===== src/rtl/genshin_uart_pkg.sv =====
// rtl/genshin_uart_pkg.sv - shared types and constants for the UART transmit arbiter
package genshin_uart_pkg;

  typedef enum logic [1:0] {
    IDLE = 2'd0,
    SEND = 2'd1,
    GAP  = 2'd2
  } state_t;

  localparam logic OWNER_MANUAL = 1'b0;
  localparam logic OWNER_AUTO   = 1'b1;

  localparam logic [7:0] DEFAULT_IDLE_BYTE = 8'h00;

endpackage


===== src/rtl/uart_tx_arbiter_if.sv =====
// rtl/uart_tx_arbiter_if.sv - source request/ack and UART byte path bundle
interface uart_tx_arbiter_if #(
  parameter int unsigned DATA_W = 8
);
  logic              req_m;
  logic [DATA_W-1:0] bits_m;
  logic              ack_m;
  logic              req_a;
  logic [DATA_W-1:0] bits_a;
  logic              ack_a;
  logic [DATA_W-1:0] tx_bits;
  logic              tx_ready;
  logic              busy;
  logic              owner;
  logic              timeout_err;

  modport master (
    output req_m, bits_m, req_a, bits_a, tx_ready,
    input  ack_m, ack_a, tx_bits, busy, owner, timeout_err
  );

  modport slave (
    input  req_m, bits_m, req_a, bits_a, tx_ready,
    output ack_m, ack_a, tx_bits, busy, owner, timeout_err
  );
endinterface


===== src/rtl/uart_tx_arbiter_rr2.sv =====
// rtl/uart_tx_arbiter_rr2.sv - combinational two-way round-robin pick
module tx_arb_rr2
  import genshin_uart_pkg::*;
(
  input  logic req_m,
  input  logic req_a,
  input  logic owner,
  output logic grant_valid,
  output logic grant_id
);

  // A lone requester wins; on a tie the source that did not own the last grant wins.
  always_comb begin
    grant_valid = req_m | req_a;
    grant_id    = OWNER_MANUAL;
    if (req_m && req_a) begin
      grant_id = ~owner;
    end else if (req_a) begin
      grant_id = OWNER_AUTO;
    end
  end

endmodule


===== src/rtl/uart_tx_arbiter.sv =====
// rtl/uart_tx_arbiter.sv - one-byte-per-grant UART transmit arbiter; optional send timeout via UART_TX_TIMEOUT_EN
module uart_tx_arbiter
  import genshin_uart_pkg::*;
#(
  parameter int unsigned       DATA_W         = 8,
  parameter logic [DATA_W-1:0] IDLE_BYTE      = DATA_W'(DEFAULT_IDLE_BYTE),
  parameter int unsigned       GAP_CYCLES     = 4,
  parameter int unsigned       TIMEOUT_CYCLES = 65535,
  parameter int unsigned       CNT_W          = 16
) (
  input logic              clk,
  input logic              rst,
  uart_tx_arbiter_if.slave bus
);

  localparam logic [CNT_W-1:0] GAP_LOAD = CNT_W'(GAP_CYCLES);
  localparam logic [CNT_W-1:0] CNT_ONE  = CNT_W'(1);

  state_t            state, state_d;
  logic [CNT_W-1:0]  cnt, cnt_d;
  logic [DATA_W-1:0] tx_q, tx_d;
  logic              ack_m_q, ack_m_d;
  logic              ack_a_q, ack_a_d;
  logic              owner_q, owner_d;
  logic              byte_done;
  logic              grant_valid;
  logic              grant_id;

`ifdef UART_TX_TIMEOUT_EN
  localparam logic [CNT_W-1:0] TIMEOUT_LIM = CNT_W'(TIMEOUT_CYCLES - 1);
  logic tout_q, tout_d;
`else
  logic unused_timeout_cfg;
  assign unused_timeout_cfg = ^32'(TIMEOUT_CYCLES);
`endif

  tx_arb_rr2 u_rr2 (
    .req_m       (bus.req_m),
    .req_a       (bus.req_a),
    .owner       (owner_q),
    .grant_valid (grant_valid),
    .grant_id    (grant_id)
  );

  // Next-state and next-output logic for the IDLE -> SEND -> GAP sequence.
  always_comb begin
    state_d   = state;
    cnt_d     = cnt;
    tx_d      = tx_q;
    ack_m_d   = 1'b0;
    ack_a_d   = 1'b0;
    owner_d   = owner_q;
    byte_done = 1'b0;
`ifdef UART_TX_TIMEOUT_EN
    tout_d    = 1'b0;
`endif
    case (state)
      IDLE: begin
        if (grant_valid) begin
          tx_d    = grant_id ? bus.bits_a : bus.bits_m;
          ack_m_d = (grant_id == OWNER_MANUAL);
          ack_a_d = (grant_id == OWNER_AUTO);
          owner_d = grant_id;
          cnt_d   = '0;
          state_d = SEND;
        end
      end
      SEND: begin
`ifdef UART_TX_TIMEOUT_EN
        // tx_ready on the limit cycle completes normally rather than aborting.
        tout_d    = !bus.tx_ready && (cnt == TIMEOUT_LIM);
        byte_done = bus.tx_ready || tout_d;
        if (!byte_done) begin
          cnt_d = cnt + CNT_ONE;
        end
`else
        byte_done = bus.tx_ready;
`endif
      end
      GAP: begin
        if (cnt <= CNT_ONE) begin
          cnt_d   = '0;
          state_d = IDLE;
        end else begin
          cnt_d = cnt - CNT_ONE;
        end
      end
      default: begin
        state_d = IDLE;
      end
    endcase
    if (byte_done) begin
      tx_d    = IDLE_BYTE;
      cnt_d   = GAP_LOAD;
      state_d = (GAP_CYCLES == 0) ? IDLE : GAP;
    end
  end

  // State, counter and all outputs are registered; reset clears everything at once.
  always_ff @(posedge clk or posedge rst) begin
    if (rst) begin
      state   <= IDLE;
      cnt     <= '0;
      tx_q    <= IDLE_BYTE;
      ack_m_q <= 1'b0;
      ack_a_q <= 1'b0;
      owner_q <= OWNER_AUTO;
`ifdef UART_TX_TIMEOUT_EN
      tout_q  <= 1'b0;
`endif
    end else begin
      state   <= state_d;
      cnt     <= cnt_d;
      tx_q    <= tx_d;
      ack_m_q <= ack_m_d;
      ack_a_q <= ack_a_d;
      owner_q <= owner_d;
`ifdef UART_TX_TIMEOUT_EN
      tout_q  <= tout_d;
`endif
    end
  end

  assign bus.tx_bits = tx_q;
  assign bus.ack_m   = ack_m_q;
  assign bus.ack_a   = ack_a_q;
  assign bus.owner   = owner_q;
  assign bus.busy    = (state != IDLE);
`ifdef UART_TX_TIMEOUT_EN
  assign bus.timeout_err = tout_q;
`else
  assign bus.timeout_err = 1'b0;
`endif

endmodule


===== src/flat_wrapper.sv =====
// flat-port wrapper written by rule: the top's interface ports become plain ports
module uart_tx_arbiter_flat import genshin_uart_pkg::*;
#(
  parameter int unsigned       DATA_W         = 8,
  parameter logic [DATA_W-1:0] IDLE_BYTE      = DATA_W'(DEFAULT_IDLE_BYTE),
  parameter int unsigned       GAP_CYCLES     = 4,
  parameter int unsigned       TIMEOUT_CYCLES = 65535,
  parameter int unsigned       CNT_W          = 16
)
  (clk, rst, bus_req_m, bus_bits_m, bus_req_a, bus_bits_a, bus_tx_ready, bus_ack_m, bus_ack_a, bus_tx_bits, bus_busy, bus_owner, bus_timeout_err);
  uart_tx_arbiter_if #(.DATA_W(DATA_W)) bus_i ();
  input logic clk;
  input logic rst;
  input wire logic [$bits(bus_i.req_m)-1:0] bus_req_m;
  input wire logic [$bits(bus_i.bits_m)-1:0] bus_bits_m;
  input wire logic [$bits(bus_i.req_a)-1:0] bus_req_a;
  input wire logic [$bits(bus_i.bits_a)-1:0] bus_bits_a;
  input wire logic [$bits(bus_i.tx_ready)-1:0] bus_tx_ready;
  output wire logic [$bits(bus_i.ack_m)-1:0] bus_ack_m;
  output wire logic [$bits(bus_i.ack_a)-1:0] bus_ack_a;
  output wire logic [$bits(bus_i.tx_bits)-1:0] bus_tx_bits;
  output wire logic [$bits(bus_i.busy)-1:0] bus_busy;
  output wire logic [$bits(bus_i.owner)-1:0] bus_owner;
  output wire logic [$bits(bus_i.timeout_err)-1:0] bus_timeout_err;
  assign bus_i.req_m = bus_req_m;
  assign bus_i.bits_m = bus_bits_m;
  assign bus_i.req_a = bus_req_a;
  assign bus_i.bits_a = bus_bits_a;
  assign bus_i.tx_ready = bus_tx_ready;
  assign bus_ack_m = bus_i.ack_m;
  assign bus_ack_a = bus_i.ack_a;
  assign bus_tx_bits = bus_i.tx_bits;
  assign bus_busy = bus_i.busy;
  assign bus_owner = bus_i.owner;
  assign bus_timeout_err = bus_i.timeout_err;
  uart_tx_arbiter #(.DATA_W(DATA_W), .IDLE_BYTE(IDLE_BYTE), .GAP_CYCLES(GAP_CYCLES), .TIMEOUT_CYCLES(TIMEOUT_CYCLES), .CNT_W(CNT_W)) u_core (.clk(clk), .rst(rst), .bus(bus_i));
endmodule

===== config.mk =====
export PLATFORM = sky130hd
export DESIGN_NAME = uart_tx_arbiter_flat
export DESIGN_NICKNAME = d
export VERILOG_FILES = /design/src/rtl/genshin_uart_pkg.sv /design/src/rtl/uart_tx_arbiter_if.sv /design/src/rtl/uart_tx_arbiter_rr2.sv /design/src/rtl/uart_tx_arbiter.sv /design/src/flat_wrapper.sv
export SDC_FILE = /design/constraint.sdc
export NUM_CORES = 1
export LEC_CHECK = 0
export CAP_MARGIN = 20
export CORE_UTILIZATION = 41
export DETAILED_ROUTE_END_ITERATION = 10
export GPL_TIMING_DRIVEN = 0
export PLACE_DENSITY = 0.78
export SLEW_MARGIN = 20
export SYNTH_ARGS = -nofsm -noshare
export SYNTH_HDL_FRONTEND = slang
export SYNTH_SLANG_ARGS = --single-unit
export TNS_END_PERCENT = 50

===== constraint.sdc =====
create_clock -name clk -period 2.2 [get_ports clk]
set_input_delay 0.33 -clock clk [delete_from_list [all_inputs] [get_ports clk]]
set_output_delay 0.33 -clock clk [all_outputs]
set_load 0.01 [all_outputs]

Yosys cells after proc, flatten, opt, wreduce, memory -nomap -nowiden
Cells that the tools add are included.

storage, ports and cells
  flip-flop bits (word level) = 29
  bits in latches = 0
  bits in writable memories = 0
  ROM bits = 0
  input port bits = 21
  logic and storage cells = 45
  memories kept = 0

cells by class
  add/subtract/negate cells = 1
  $mul = 0
  div/mod/pow operators = 0
  $lt $le $gt $ge = 1
  equal/unequal tests = 5
  shifts and indexed selects = 0
  mux-type cells = 19
  bitwise operators = 3
  reduce and logical (&&, ||, !) cells = 10

operators by type and width
  operator                                                                           number
  16-bit 2-to-1 mux                                                                  3
  8-bit 2-to-1 mux                                                                   4
  16-bit case mux with 2 select lines                                                1
  16-bit by 1-bit less-or-equal comparator with 1-bit output, second input constant  1
  16-bit by 1-bit subtractor with 16-bit output, second input constant               1
  1-bit 2-to-1 mux                                                                   7
  2-bit 2-to-1 mux                                                                   3
  3-bit by 1-bit inequality test with 1-bit output, second input constant            2
  2-bit case mux with 3 select lines                                                 1
  2-bit AND reduction                                                                3
  2-bit nonzero test                                                                 3
  3-bit AND reduction                                                                1
  3-bit nonzero test                                                                 1
  2-bit by 1-bit == test with 1-bit output, second input constant                    1
  2-bit == test, second input constant                                               1
  2-bit logical NOT                                                                  1
  2-bit by 1-bit inequality test with 1-bit output, second input constant            1
  1-bit inverter                                                                     2
  1-bit logical AND                                                                  1
  1-bit OR                                                                           1

Logic depth before layout (Yosys ltp)
  word-level depth = 6
  gate-level depth with buffers = 7

Hierarchy
From an unflattened synthesis, not the netlist that was laid out.

unflattened totals
  cells, all modules = 156
  area total of the unflattened synthesis = 1531.5 um2

modules (own cells, without submodules)
  module           times used  cells an instance  area each (um2)
  uart_tx_arbiter  1           154                1517.7
  tx_arb_rr2       1           2                  13.8

Worst setup path before layout
OpenSTA, ideal clock, no wires.

  path type = reg2reg
  from = reg u_core.cnt[8]
  to = reg u_core.cnt[7]
  setup time = 0.124 ns
  arrival time = 1.658 ns
  required time = 2.076 ns
  setup slack = 0.418 ns
  cell stages (with the launch flop) = 7
  period minus slack after synthesis = 1.782 ns
  cells stage by stage = dfrtp_1 nor4_2 nand4_2 o31ai_4 buf_6 nor3_1 a211o_1

between the ends
  longest elaborated chain between the ends = 4

ends and longest elaborated chain
  what                                                        line                    RTL
  start, declared                                             uart_tx_arbiter.sv:20   logic [CNT_W-1:0] cnt, cnt_d;
  start signal, assigned                                      uart_tx_arbiter.sv:113  cnt <= cnt_d;
  16-bit by 1-bit less-or-equal comparator with 1-bit output  uart_tx_arbiter.sv:81   if (cnt <= CNT_ONE) begin
  16-bit 2-to-1 mux                                           uart_tx_arbiter.sv:81
  16-bit case mux with 2 select lines                         uart_tx_arbiter.sv:57   case (state)
  16-bit 2-to-1 mux                                           uart_tx_arbiter.sv:92   if (byte_done) begin

Every way passes these cells.
A chain may end at the register's enable or synchronous reset.

Worst setup path in the final report
Same ends and word-level chain as after synthesis.

==> results.cfg <==
[die]
die-area_mm2 = 0.00395
initial_utilization_pct = 44.1
fp-row-count = 21
io_pins = 34
core_area_mm2 = 0.00344
dieWidth_um = 62.9
die_height_um = 62.9

[drt]
ant_nets = 0
wirelength_mm = 3.34
vias = 1311
first_pass_iters = 4
route.detailed.drc = 0
drt_iter0_drc = 100
wl_per_cell_um = 13.7
routed_via_density = 5.37

[setup_path]
reg2reg_slack_ps = 160
worstSetupEndpointType = flop
path_cells = nor4_2 > nand4_2 > o31ai_4 > buf_6 > nor3_1 > a211o_1
slowest_delay_ps = 460
r2r_cells = 6
r2r_end = u_core.cnt[7]
critPathLaunchType = flop
cpMaxStageDelayCell = nor4_2
critical_path_required_ps = 2360
crit_path_start = u_core.cnt[8]
worst-path-buf-inv = 1
worstPathArrival_ps = 2200
critical_path_class = flop to flop
crit_fanout = 10
r2r_start = u_core.cnt[8]
worstSetupPathDepth = 6
critical_path.top_delay_family = simple AND/OR/NAND/NOR gates

[synth]
synth_warnings = 0
synth_nets = 181
yosys.cell_count.top_type = dfrtp_1
yosys-top-cells-count = 28 x dfrtp_1, 23 x nand2_1, 18 x o21ai_0
netlist.area_leader.share_pct = 46.1
synthCells = 158
ys_async_sr_fraction_pct = 100
synth_seq_area_share_pct = 47.9
synth_area_mm2 = 0.00152
synthTopCellsByArea = dfrtp_1 46%, o21ai_0 5.9%, nand2_1 5.7%
ys_ff_latch = 29
ys_types = 41
synth_edf_count = 0
syn_area_per_cell_um2 = 9.61
yosys.area.top_type = dfrtp_1
synth_ff_type = dfrtp_1

[finish]
drive_above_1_share_pct = 8.59
nets = 220
stdcell_area_mm2 = 0.00199
syn2layout_area_growth_pct = 30.8
antenna_cells = 0
utilization_pct = 57.7
fill_cells = 293

[placement]
gp_congestion = 0.766
hpwl_mm = 2.42
numPortBuffers = 32
placed_area_mm2 = 0.00190

[clocking]
cts_root_buf = clkbuf_8
numCtsBuffers = 5
postCtsHoldBufs = 0
cts.sinks = 29
htreeDepth = 2
cts_resized = 0
post_cts_buffers = 0
clock_latency_ps = 280
cts_tree = yes
clkTransAtPathRegs_ps = 60
cts_buffer_depth = 2

[timing]
min_period_ps = 2040
post-route-period-util_pct = 92.7
worstMarginPinSlew_ps = 641
setup_viol = 0
holdWs_ps = 438
fmaxAchievable_mhz = 490
max_slew_margin_pct = 57.3
finClkSkew_ps = 7.15
hold_viol = 0
maxSlewViolCount = 0
finalSetupTns_ps = 0
rsz0062_at_grt = false

[hold_path]
hold_path.class = input port to async pin

[global_routing]
grtUsageTotal_pct = 19.6
grt_pass1_vias = 1347
grt_first_pass_wirelength_mm = 6.01
grt_start_max_net_pins = 30
antenna_found_initial = 0
grt-ovfl-total = 0

[pwr]
power_density_mw_per_mm2 = 1430
peakVddDrop_uv = 641
leakage_nw = 0.883

[run_status]
outcome = finished, final reports clean

[flow_run]
cap_viol_max_count = 0
==> kinds of logic after synthesis <==
family | count (synthesis) | share of synthesized area [%]
AO/OA/AOI/OAI | 35 | 15.8
flip-flops | 29 | 47.9
other | 1 | 0.247
buffers and inverters | 12 | 4.04
multiplexers | 8 | 5.27
adder cells (fa/ha/maj) | 2 | 1.65
XOR/XNOR | 1 | 0.577
AND/OR/NAND/NOR | 70 | 24.5
==> stage by stage <==
stage	power (W)	cells	setup WS [ps]
6_report	0.00283	244	161
5_1_grt	0.00306	244	41.1
4_1_cts	0.00284	244	177
3_5_place_dp	0.00238	236	188
3_3_place_gp	0.00232	236	230
2_1_floorplan	0.00190	158	418
==> worst max path at each step <==
stage and to:
2_1_floorplan u_core.cnt[7], 5_1_grt u_core.cnt[12], 3_3_place_gp u_core.bus.tx_bits[5], 4_1_cts u_core.cnt[7], 3_5_place_dp u_core.bus.tx_bits[1], 6_report u_core.cnt[7]
==> cells in the final DEF (no fill, tap or decap), types with 4 or more instances in the layout <==
cell | netlist | layout
dfrtp_1 | 28 | 28
nand3_1 | 10 | 10
nor2_1 | 7 | 7
and3_1 | 4 | 4
nor3_1 | 5 | 5
clkbuf_1 | 3 | 5
clkdlybuf4s50_1 | 0 | 32
mux2i_1 | 8 | 8
nand2_1 | 23 | 23
o21ai_0 | 18 | 18
clkbuf_8 | 0 | 6
or3_1 | 5 | 5
==> area by class of cell <==
type	instances	area (um2)	share of cell area (%)
clock buffer	8	90.1	4.53
sequential	29	727	36.6
multi-input combinational	117	731	36.8
inverter	4	15.0	0.756
timing repair buffer	32	320	16.1
buffer	8	46.3	2.33
tap	46	57.6	2.90
==> metal layers <==
layer / GRT usage [%] / share of wire (%) / vias up
li1: - / - / 640
met1: 22.8 / 44 / 643
met2: 34.4 / 52 / 24
met3: 3.83 / 2.5 / 4
met4: 8.72 / 1.7 / 0
met5: 0 / 0 / -
==> flip-flops by register name, indices dropped and copies added (netlist names) <==
signal and count:
u_core.bus.ack_a 1, u_core.bus.ack_m 1, u_core.bus.owner 1, u_core.bus.tx_bits 8, u_core.cnt 16, u_core.state 2
==> report_power, final <==
part           total, W  switching (W)  leakage (nW)  internal, W
clock network  0.000444       0.000190        0.0455     0.000254
logic           0.00142       0.000763         0.458     0.000658
registers      0.000969       0.000214         0.380     0.000756
(Power assumes the default switching activity.)
